File: config.mk
export PLATFORM = sky130hd
export DESIGN_NAME = uart_tx_arbiter_flat
export DESIGN_NICKNAME = d
export VERILOG_FILES = /design/src/rtl/uart_pkg.sv /design/src/rtl/uart_tx_arbiter_if.sv /design/src/rtl/uart_tx_arbiter_rr_pick.sv /design/src/rtl/uart_tx_arbiter.sv /design/src/flat_wrapper.sv
export SDC_FILE = /design/constraint.sdc
export NUM_CORES = 1
export LEC_CHECK = 0
export CORE_ASPECT_RATIO = 0.7
export CORE_MARGIN = 5
export CORE_UTILIZATION = 39
export CTS_CLUSTER_DIAMETER = 60
export DETAILED_ROUTE_END_ITERATION = 8
export PLACE_DENSITY_LB_ADDON = 0.25
export SLEW_MARGIN = 20
export SYNTH_ARGS = -nofsm -noshare
export SYNTH_HDL_FRONTEND = slang
export SYNTH_HIERARCHICAL = 1
export SYNTH_SLANG_ARGS = --single-unit
File: constraint.sdc
create_clock -name clk -period 4.35 [get_ports clk]
set_input_delay 0.87 -clock clk [delete_from_list [all_inputs] [get_ports clk]]
set_output_delay 0.87 -clock clk [all_outputs]
set_load 0.02 [all_outputs]
File: src/rtl/uart_pkg.sv
// Shared definitions for the UART TX arbiter slice: FSM encoding, the
// busy-acknowledge timeout and the TX8 baud divisor constants.
package uart_pkg;

    // Arbiter FSM encoding (2-bit)
    typedef enum logic [1:0] {
        S_IDLE      = 2'd0,
        S_ISSUE     = 2'd1,
        S_WAIT_BUSY = 2'd2,
        S_WAIT_DONE = 2'd3
    } state_t;

    // Cycles to wait in WAIT_BUSY for TX8 to acknowledge a start pulse
    localparam int BUSY_TIMEOUT = 4;

    // TX8 divisors at 24 MHz (clocks per bit)
    localparam int DIV_115200 = 208;
    localparam int DIV_9600   = 2500;
    localparam int DIV_SIM    = 10;

    // TX8 frame: 1 start bit, 8 data bits, 2 stop bits
    localparam int FRAME_BITS = 11;

endpackage

File: src/rtl/uart_tx_arbiter_if.sv
// Request/transmit bundle between byte producers, the arbiter and TX8.
// Optional member req_lock exists only when UART_TX_ARB_LOCK_EN is defined.
//
// Handshake: req_valid[i] rises when requester i has a byte and stays high,
// with req_data[8*i+7:8*i] stable, until the single-cycle req_ready[i] pulse;
// the byte is accepted on that cycle. tx_start is a one-cycle pulse to TX8,
// tx_data is held until TX8 drops tx_busy after the frame.
interface uart_tx_arbiter_if #(
    parameter int N_REQ = 4,
    parameter int IDW   = 2
);
    logic [N_REQ-1:0]   req_valid;
    logic [8*N_REQ-1:0] req_data;
    logic [N_REQ-1:0]   req_ready;
`ifdef UART_TX_ARB_LOCK_EN
    logic [N_REQ-1:0]   req_lock;
`endif
    logic               tx_start;
    logic [7:0]         tx_data;
    logic               tx_busy;
    logic [IDW-1:0]     gnt_id;
    logic               active;

`ifdef UART_TX_ARB_LOCK_EN
    modport slave  (input  req_valid, req_data, req_lock, tx_busy,
                    output req_ready, tx_start, tx_data, gnt_id, active);
    modport master (output req_valid, req_data, req_lock, tx_busy,
                    input  req_ready, tx_start, tx_data, gnt_id, active);
`else
    modport slave  (input  req_valid, req_data, tx_busy,
                    output req_ready, tx_start, tx_data, gnt_id, active);
    modport master (output req_valid, req_data, tx_busy,
                    input  req_ready, tx_start, tx_data, gnt_id, active);
`endif

endinterface

File: src/rtl/uart_tx_arbiter_rr_pick.sv
// Combinational round-robin picker: first set request after last_i, with wrap.
// last_i itself is checked last, so a sole requester is picked again.
module rr_pick #(
    parameter int N_REQ = 4,
    parameter int IDW   = 2
) (
    input  logic [N_REQ-1:0] req_i,
    input  logic [IDW-1:0]   last_i,
    output logic [IDW-1:0]   win_o,
    output logic             any_o
);

    logic [IDW-1:0] idx;

    // Scan farthest-first so the nearest request after last_i wins
    always_comb begin
        win_o = last_i;
        any_o = 1'b0;
        idx   = '0;
        for (int k = N_REQ; k >= 1; k--) begin
            idx = IDW'((int'(last_i) + k) % N_REQ);
            if (req_i[idx]) begin
                win_o = idx;
                any_o = 1'b1;
            end
        end
    end

endmodule

File: src/rtl/uart_tx_arbiter.sv
// Round-robin arbiter sharing one TX8 transmitter among N_REQ byte sources.
// One byte per grant; tx_data is latched at grant and held for the frame.
// IDW must equal clog2(N_REQ).
// Build option UART_TX_ARB_LOCK_EN: adds req_lock so a requester that had
// lock set when its byte was accepted keeps the grant while still valid.
module uart_tx_arbiter
    import uart_pkg::*;
#(
    parameter int N_REQ = 4,
    parameter int IDW   = 2
) (
    input  logic             clk,
    input  logic             rst,
    uart_tx_arbiter_if.slave bus,
    output state_t           state_o
);

    state_t           state_q, state_d;
    logic [IDW-1:0]   gnt_q, gnt_d;
    logic [7:0]       data_q, data_d;
    logic [2:0]       cnt_q, cnt_d;
    logic [N_REQ-1:0] ready;
    logic             start;
    logic [IDW-1:0]   rr_win;
    logic [IDW-1:0]   pick;
    logic             rr_any;
`ifdef UART_TX_ARB_LOCK_EN
    logic             lock_q, lock_d;
`endif

    rr_pick #(.N_REQ(N_REQ), .IDW(IDW)) u_pick (
        .req_i (bus.req_valid),
        .last_i(gnt_q),
        .win_o (rr_win),
        .any_o (rr_any)
    );

`ifdef UART_TX_ARB_LOCK_EN
    // A locked channel keeps the transmitter as long as it still has data
    assign pick = (lock_q && bus.req_valid[gnt_q]) ? gnt_q : rr_win;
`else
    assign pick = rr_win;
`endif

    // State, grant, held byte and timeout counter registers
    always_ff @(posedge clk) begin
        if (rst) begin
            state_q <= S_IDLE;
            gnt_q   <= IDW'(N_REQ - 1);
            data_q  <= 8'h00;
            cnt_q   <= '0;
        end else begin
            state_q <= state_d;
            gnt_q   <= gnt_d;
            data_q  <= data_d;
            cnt_q   <= cnt_d;
        end
    end

`ifdef UART_TX_ARB_LOCK_EN
    // Lock flag of the most recently accepted byte
    always_ff @(posedge clk) begin
        if (rst) lock_q <= 1'b0;
        else     lock_q <= lock_d;
    end
`endif

    // Next-state and handshake outputs
    always_comb begin
        state_d = state_q;
        gnt_d   = gnt_q;
        data_d  = data_q;
        cnt_d   = cnt_q;
        ready   = '0;
        start   = 1'b0;
`ifdef UART_TX_ARB_LOCK_EN
        lock_d  = lock_q;
`endif
        case (state_q)
            S_IDLE: begin
                // A TX8 still busy (e.g. after an arbiter-only reset) blocks grants
                if (!bus.tx_busy && rr_any) begin
                    gnt_d   = pick;
                    data_d  = bus.req_data[{pick, 3'b000} +: 8];
                    state_d = S_ISSUE;
                end
            end
            S_ISSUE: begin
                start      = 1'b1;
                ready[gnt_q] = 1'b1;
                cnt_d      = '0;
`ifdef UART_TX_ARB_LOCK_EN
                lock_d     = bus.req_lock[gnt_q];
`endif
                state_d    = S_WAIT_BUSY;
            end
            S_WAIT_BUSY: begin
                // No acknowledge in time: the byte is dropped, no retry
                if (bus.tx_busy)                           state_d = S_WAIT_DONE;
                else if (cnt_q == 3'(BUSY_TIMEOUT - 1))    state_d = S_IDLE;
                else                                       cnt_d   = cnt_q + 3'd1;
            end
            S_WAIT_DONE: begin
                if (!bus.tx_busy) state_d = S_IDLE;
            end
            default: state_d = S_IDLE;
        endcase
    end

    assign bus.req_ready = ready;
    assign bus.tx_start  = start;
    assign bus.tx_data   = data_q;
    assign bus.gnt_id    = gnt_q;
    assign bus.active    = (state_q != S_IDLE);
    assign state_o       = state_q;

endmodule

File: src/flat_wrapper.sv
// flat-port wrapper written by rule: the top's interface ports become plain ports
module uart_tx_arbiter_flat import uart_pkg::*;
#(
    parameter int N_REQ = 4,
    parameter int IDW   = 2
)
  (clk, rst, state_o, bus_req_valid, bus_req_data, bus_tx_busy, bus_req_ready, bus_tx_start, bus_tx_data, bus_gnt_id, bus_active);
  uart_tx_arbiter_if #(.N_REQ(N_REQ), .IDW(IDW)) bus_i ();
  input  logic clk;
  input  logic rst;
  output state_t state_o;
  input wire logic [$bits(bus_i.req_valid)-1:0] bus_req_valid;
  input wire logic [$bits(bus_i.req_data)-1:0] bus_req_data;
  input wire logic [$bits(bus_i.tx_busy)-1:0] bus_tx_busy;
  output wire logic [$bits(bus_i.req_ready)-1:0] bus_req_ready;
  output wire logic [$bits(bus_i.tx_start)-1:0] bus_tx_start;
  output wire logic [$bits(bus_i.tx_data)-1:0] bus_tx_data;
  output wire logic [$bits(bus_i.gnt_id)-1:0] bus_gnt_id;
  output wire logic [$bits(bus_i.active)-1:0] bus_active;
  assign bus_i.req_valid = bus_req_valid;
  assign bus_i.req_data = bus_req_data;
  assign bus_i.tx_busy = bus_tx_busy;
  assign bus_req_ready = bus_i.req_ready;
  assign bus_tx_start = bus_i.tx_start;
  assign bus_tx_data = bus_i.tx_data;
  assign bus_gnt_id = bus_i.gnt_id;
  assign bus_active = bus_i.active;
  uart_tx_arbiter #(.N_REQ(N_REQ), .IDW(IDW)) u_core (.clk(clk), .rst(rst), .bus(bus_i), .state_o(state_o));
endmodule
; After elaboration in Yosys (flattened, before gate mapping)
; Cells that the tools add are included.
[word_totals]
ff_bits = 15
in_bits = 39
out_inout_bits = 18
word_cells = 62
[classes]
n_addsub = 5
order_cmp = 6
n_eq_ne = 9
shifts = 1
mux = 28
n_reduce_logical = 9
[ops]
columns = cell, count
row1 = 32-bit by 6-bit indexed part select with 8-bit output, 1
row2 = 2-bit two-way mux, 8
row3 = 2-bit by 3-bit < comparator with 1-bit output (second input constant), 5
row4 = 1-bit two-way mux, 10
row5 = 1-bit binary-select mux with 2-bit select, 4
row6 = 2-bit case mux with 4 select lines, 1
row7 = 3-bit two-way mux, 2
row8 = 2-bit != test (second input constant), 3
row9 = 3-bit case mux with 2 select lines, 1
row10 = 3-bit AND reduction, 2
row11 = 2-bit by 1-bit adder with 2-bit output (second input constant), 2
row12 = 2-bit adder (second input constant), 2
row13 = 2-bit == test (second input constant), 2
row14 = 4-bit two-way mux, 1
row15 = 2-bit nonzero test, 2
row16 = 3-bit by 1-bit adder with 3-bit output (second input constant), 1
row17 = 3-bit by 2-bit == test with 1-bit output (second input constant), 1
row18 = 3-bit by 2-bit != test with 1-bit output (second input constant), 1
row19 = 1-bit demux with 2-bit select, 1
row20 = 2-bit by 1-bit == test with 1-bit output (second input constant), 1
row21 = 2-bit by 1-bit >= comparator with 1-bit output (second input constant), 1
row22 = 1-bit logical AND, 2
row23 = 2-bit logical NOT, 1
row24 = 2-bit by 1-bit != test with 1-bit output (second input constant), 1
row25 = other kinds (2), 2

; Depth between registers and ports, before layout
[depth]
depth_word = 10
ltp_mapped = 7
depth_no_buf = 6

; Modules after synthesis
; Netlist, hierarchy kept.
[modules_own_cells]
columns = module, n_inst, cells_each, area_each_um2, seq_area_each_um2
row1 = uart_tx_arbiter, 1, 86, 835.8, 300.3
row2 = rr_pick, 1, 14, 82.6, 0.0

; Worst setup path before layout
; No wires, ideal clock.
[synth_timing]
path_kind = reg-to-output
from = register u_core.state_q[0], in the netlist u_core/state_o[0]
to = output port bus_req_ready[1]
arrival_ns = 1.436
t_required_ns = 3.480
setup_slack_ns = 2.044
stages_incl_launch_ff = 5
n_path_buf = 0
cell_sequence = dfxtp_1 -> or2b_1 -> inv_1 -> nand2_1 -> nor2_1
[synth_via]
elab_chain_cells = 2
[synth_rtl]
columns = item, line_no
row1 = start: declaration, uart_tx_arbiter.sv:18  ; state_t state_q, state_d;
row2 = start signal: assignment, uart_tx_arbiter.sv:53  ; state_q <= state_d;
row3 = 2-bit by 1-bit == test with 1-bit output, uart_tx_arbiter.sv:79  ; case (state_q)
row4 = 4-bit two-way mux, uart_tx_arbiter.sv:79
row5 = end: declaration, flat_wrapper.sv:15  ; output wire logic [$bits(bus_i.req_ready)-1:0] bus_req_ready;
; Every way passes these cells.

; Final worst setup path
; Same ends and word-level chain as after synthesis.

==> out/results.tsv <==
metric	value	unit
synth-seq-cells	15	
antenna_found_initial	0	
arrival	1.99	ns
synth_ff_type	dfxtp_1	
viasPerCell	5.15	
p_per_area	277	nW/µm²
synth_seq_area_share	0.327	
dieHeight	50.6	µm
clk_latency	0.28	ns
rsz0062_at_grt	false	
start_util	0.419	
synthArstFlopShare	0	
avgSynthCellArea	9.18	µm²
slowest_delay	0.61	ns
place_hpwl	2160	µm
yosysMostFrequentCell	nand2_1	
synth_cell_types	30	
required	3.48	ns
clockBufferDepth	2	
startpoint_type	flop	
rrSetupSlack	2.16	ns
port-buffer-count	56	
cts.sinks	15	
critPathLaunch	u_core/state_o[0]	
cts_hold_buf	0	
yosysTopAreaCell	dfxtp_1	
hold_class	reg2reg	
syn_inst	100	
period_minus_slack	2.86	ns
ios	57	
cp_slowest_cell	clkdlybuf4s50_1	
cts_tree	yes	
netlist_top_cells_count	23 x nand2_1, 15 x dfxtp_1, 14 x a21oi_1	
grt_max_degree	16	
critPathCaptureType	primary output	
synthesis.nets	141	
synth_edf_count	0	
rr_startpoint	u_core/bus.gnt_id[1]	
htreeDepth	1	
hold_viol	0	
first_iter_violations	73	
multi_input_area	576	µm²
crit_chain	or2b_1, inv_1, nand2_1, nor2_1, clkdlybuf4s50_1	
grt_pass1_vias	1029	
ant_nets	0	
rows	14	
finClkSkew	0.00492	ns
max_cap_viol_count	0	
antenna_cells	0	
slew_violations	0	
routed_wl	2610	µm
hold_path.startpoint	u_core/bus.tx_data[0]	
ys_warn_count	6	
yosysTopAreaCellShare	0.327	
fillers	189	
gp_congestion	0.696	
grt_pass1_wl	4250	µm
die_x	68	µm
leakagePower	0.569	nW
dr.pass1.iters	4	
synth.area.top_cells	dfxtp_1 33%, mux4_2 20%, nand2_1 9.4%	
criticalPathCategory	reg2out	
place_inst	184	
place_area	1500	µm²
root_buffer	clkbuf_4	
post-cts-setup-buffer-count	0	
fp.coreArea	2190	µm²
peakVddDrop	0.201	mV
finalNonFillerCells	188	
syn2layout_area_growth	65.7	%
path_clk_slew	0.08	ns
syn_area	918	µm²
cp_max_fo	8	
status	finished, final reports clean	
tightest_slew	0.890	ns
clock.fmax	0.350	GHz
ctsResizeCount	0	
vias	968	
drive_above_1_share	0.0962	
tns	0	ns
regArea	300	µm²
route.detailed.drc	0	
die_area	3440	µm²
grt_usage	0.162	
setup_viol	0	
fin_area	1520	µm²
cts_buffers	3	
relSlewSlack	0.407	
routedWlPerCell	13.9	µm
timing.final.crit_share	0.658	
final_nets	198	
overflow	0	
[layer usage]
| layer | wire, µm | vias to the layer above | GRT usage |
|---|---|---|---|
| met4 | 11 | 0 | 0.00990 |
| met2 | 1360 | 42 | 0.307 |
| met1 | 930 | 447 | 0.161 |
| met3 | 304 | 2 | 0.0871 |
| met5 | 0 | - | 0 |
| li1 | - | 477 | - |
[sequential cells by signal (all words and copies together) (netlist names)]
name	flops
u_core/cnt_q	3
u_core/bus.gnt_id	2
u_core/state_o	2
u_core/bus.tx_data	8
[cells in the final DEF (no fill, tap or decap), types with 2 or more instances in the layout]
cell type,netlist,layout
clkbuf_4,0,3
nand3b_1,2,2
dfxtp_1,15,15
a21oi_1,14,14
nand2b_1,3,3
ha_1,2,2
clkdlybuf4s50_1,0,56
inv_1,5,5
nor3_1,2,2
nor2_1,3,3
nand2_1,23,23
mux4_2,8,8
nand3_1,3,3
[cell type report]
type                       instances  area share
sequential                        15       0.197
tap                               32      0.0263
multi-input combinational         76       0.378
inverter                           5      0.0123
timing repair buffer              56       0.368
clock buffer                       4      0.0173
[stage by stage]
step | hold slack [ns] | setup slack [ns] | util | total power [mW]
2_1_floorplan | 0.448 | 2.04 | - | 0.267
3_3_place_gp | 0.443 | 1.38 | 0.683 | 0.341
3_5_place_dp | 0.449 | 1.28 | 0.683 | 0.347
4_1_cts | 0.461 | 1.48 | 0.695 | 0.424
5_1_grt | 0.492 | 1.30 | 0.695 | 0.449
6_report | 0.463 | 1.49 | 0.695 | 0.422
[path summary, 6_finish.rpt]
path                                         endpoint  cells after the start
worst min-delay path            u_core/bus.tx_data[0]                      2
worst max register to register  u_core/bus.tx_data[1]                      6
worst max-delay path                 bus_req_ready[1]                      5
worst min register to register  u_core/bus.tx_data[0]                      2
[logic make-up after synthesis]
logic type,Yosys count,share of synthesized area
multiplexers,9,0.207
flip-flops,15,0.327
AO/OA/AOI/OAI,19,0.116
adder cells (fa/ha/maj),2,0.0272
AND/OR/NAND/NOR,46,0.277
buffers and inverters,9,0.0463
[worst max-delay path: cells and delay by family, from the launching register on]
kind	cells	cell delay [ns]
buf+inv	2	0.73
flops	1	0.50
simple gates	3	0.49
[power breakdown]
group          switching (mW)  internal (mW)  total (mW)  leakage, nW
combinational          0.0752          0.102       0.177        0.431
clock                  0.0435         0.0356      0.0791       0.0150
sequential             0.0149          0.150       0.165        0.123
Note: power is estimated with default switching activity, not from simulation.
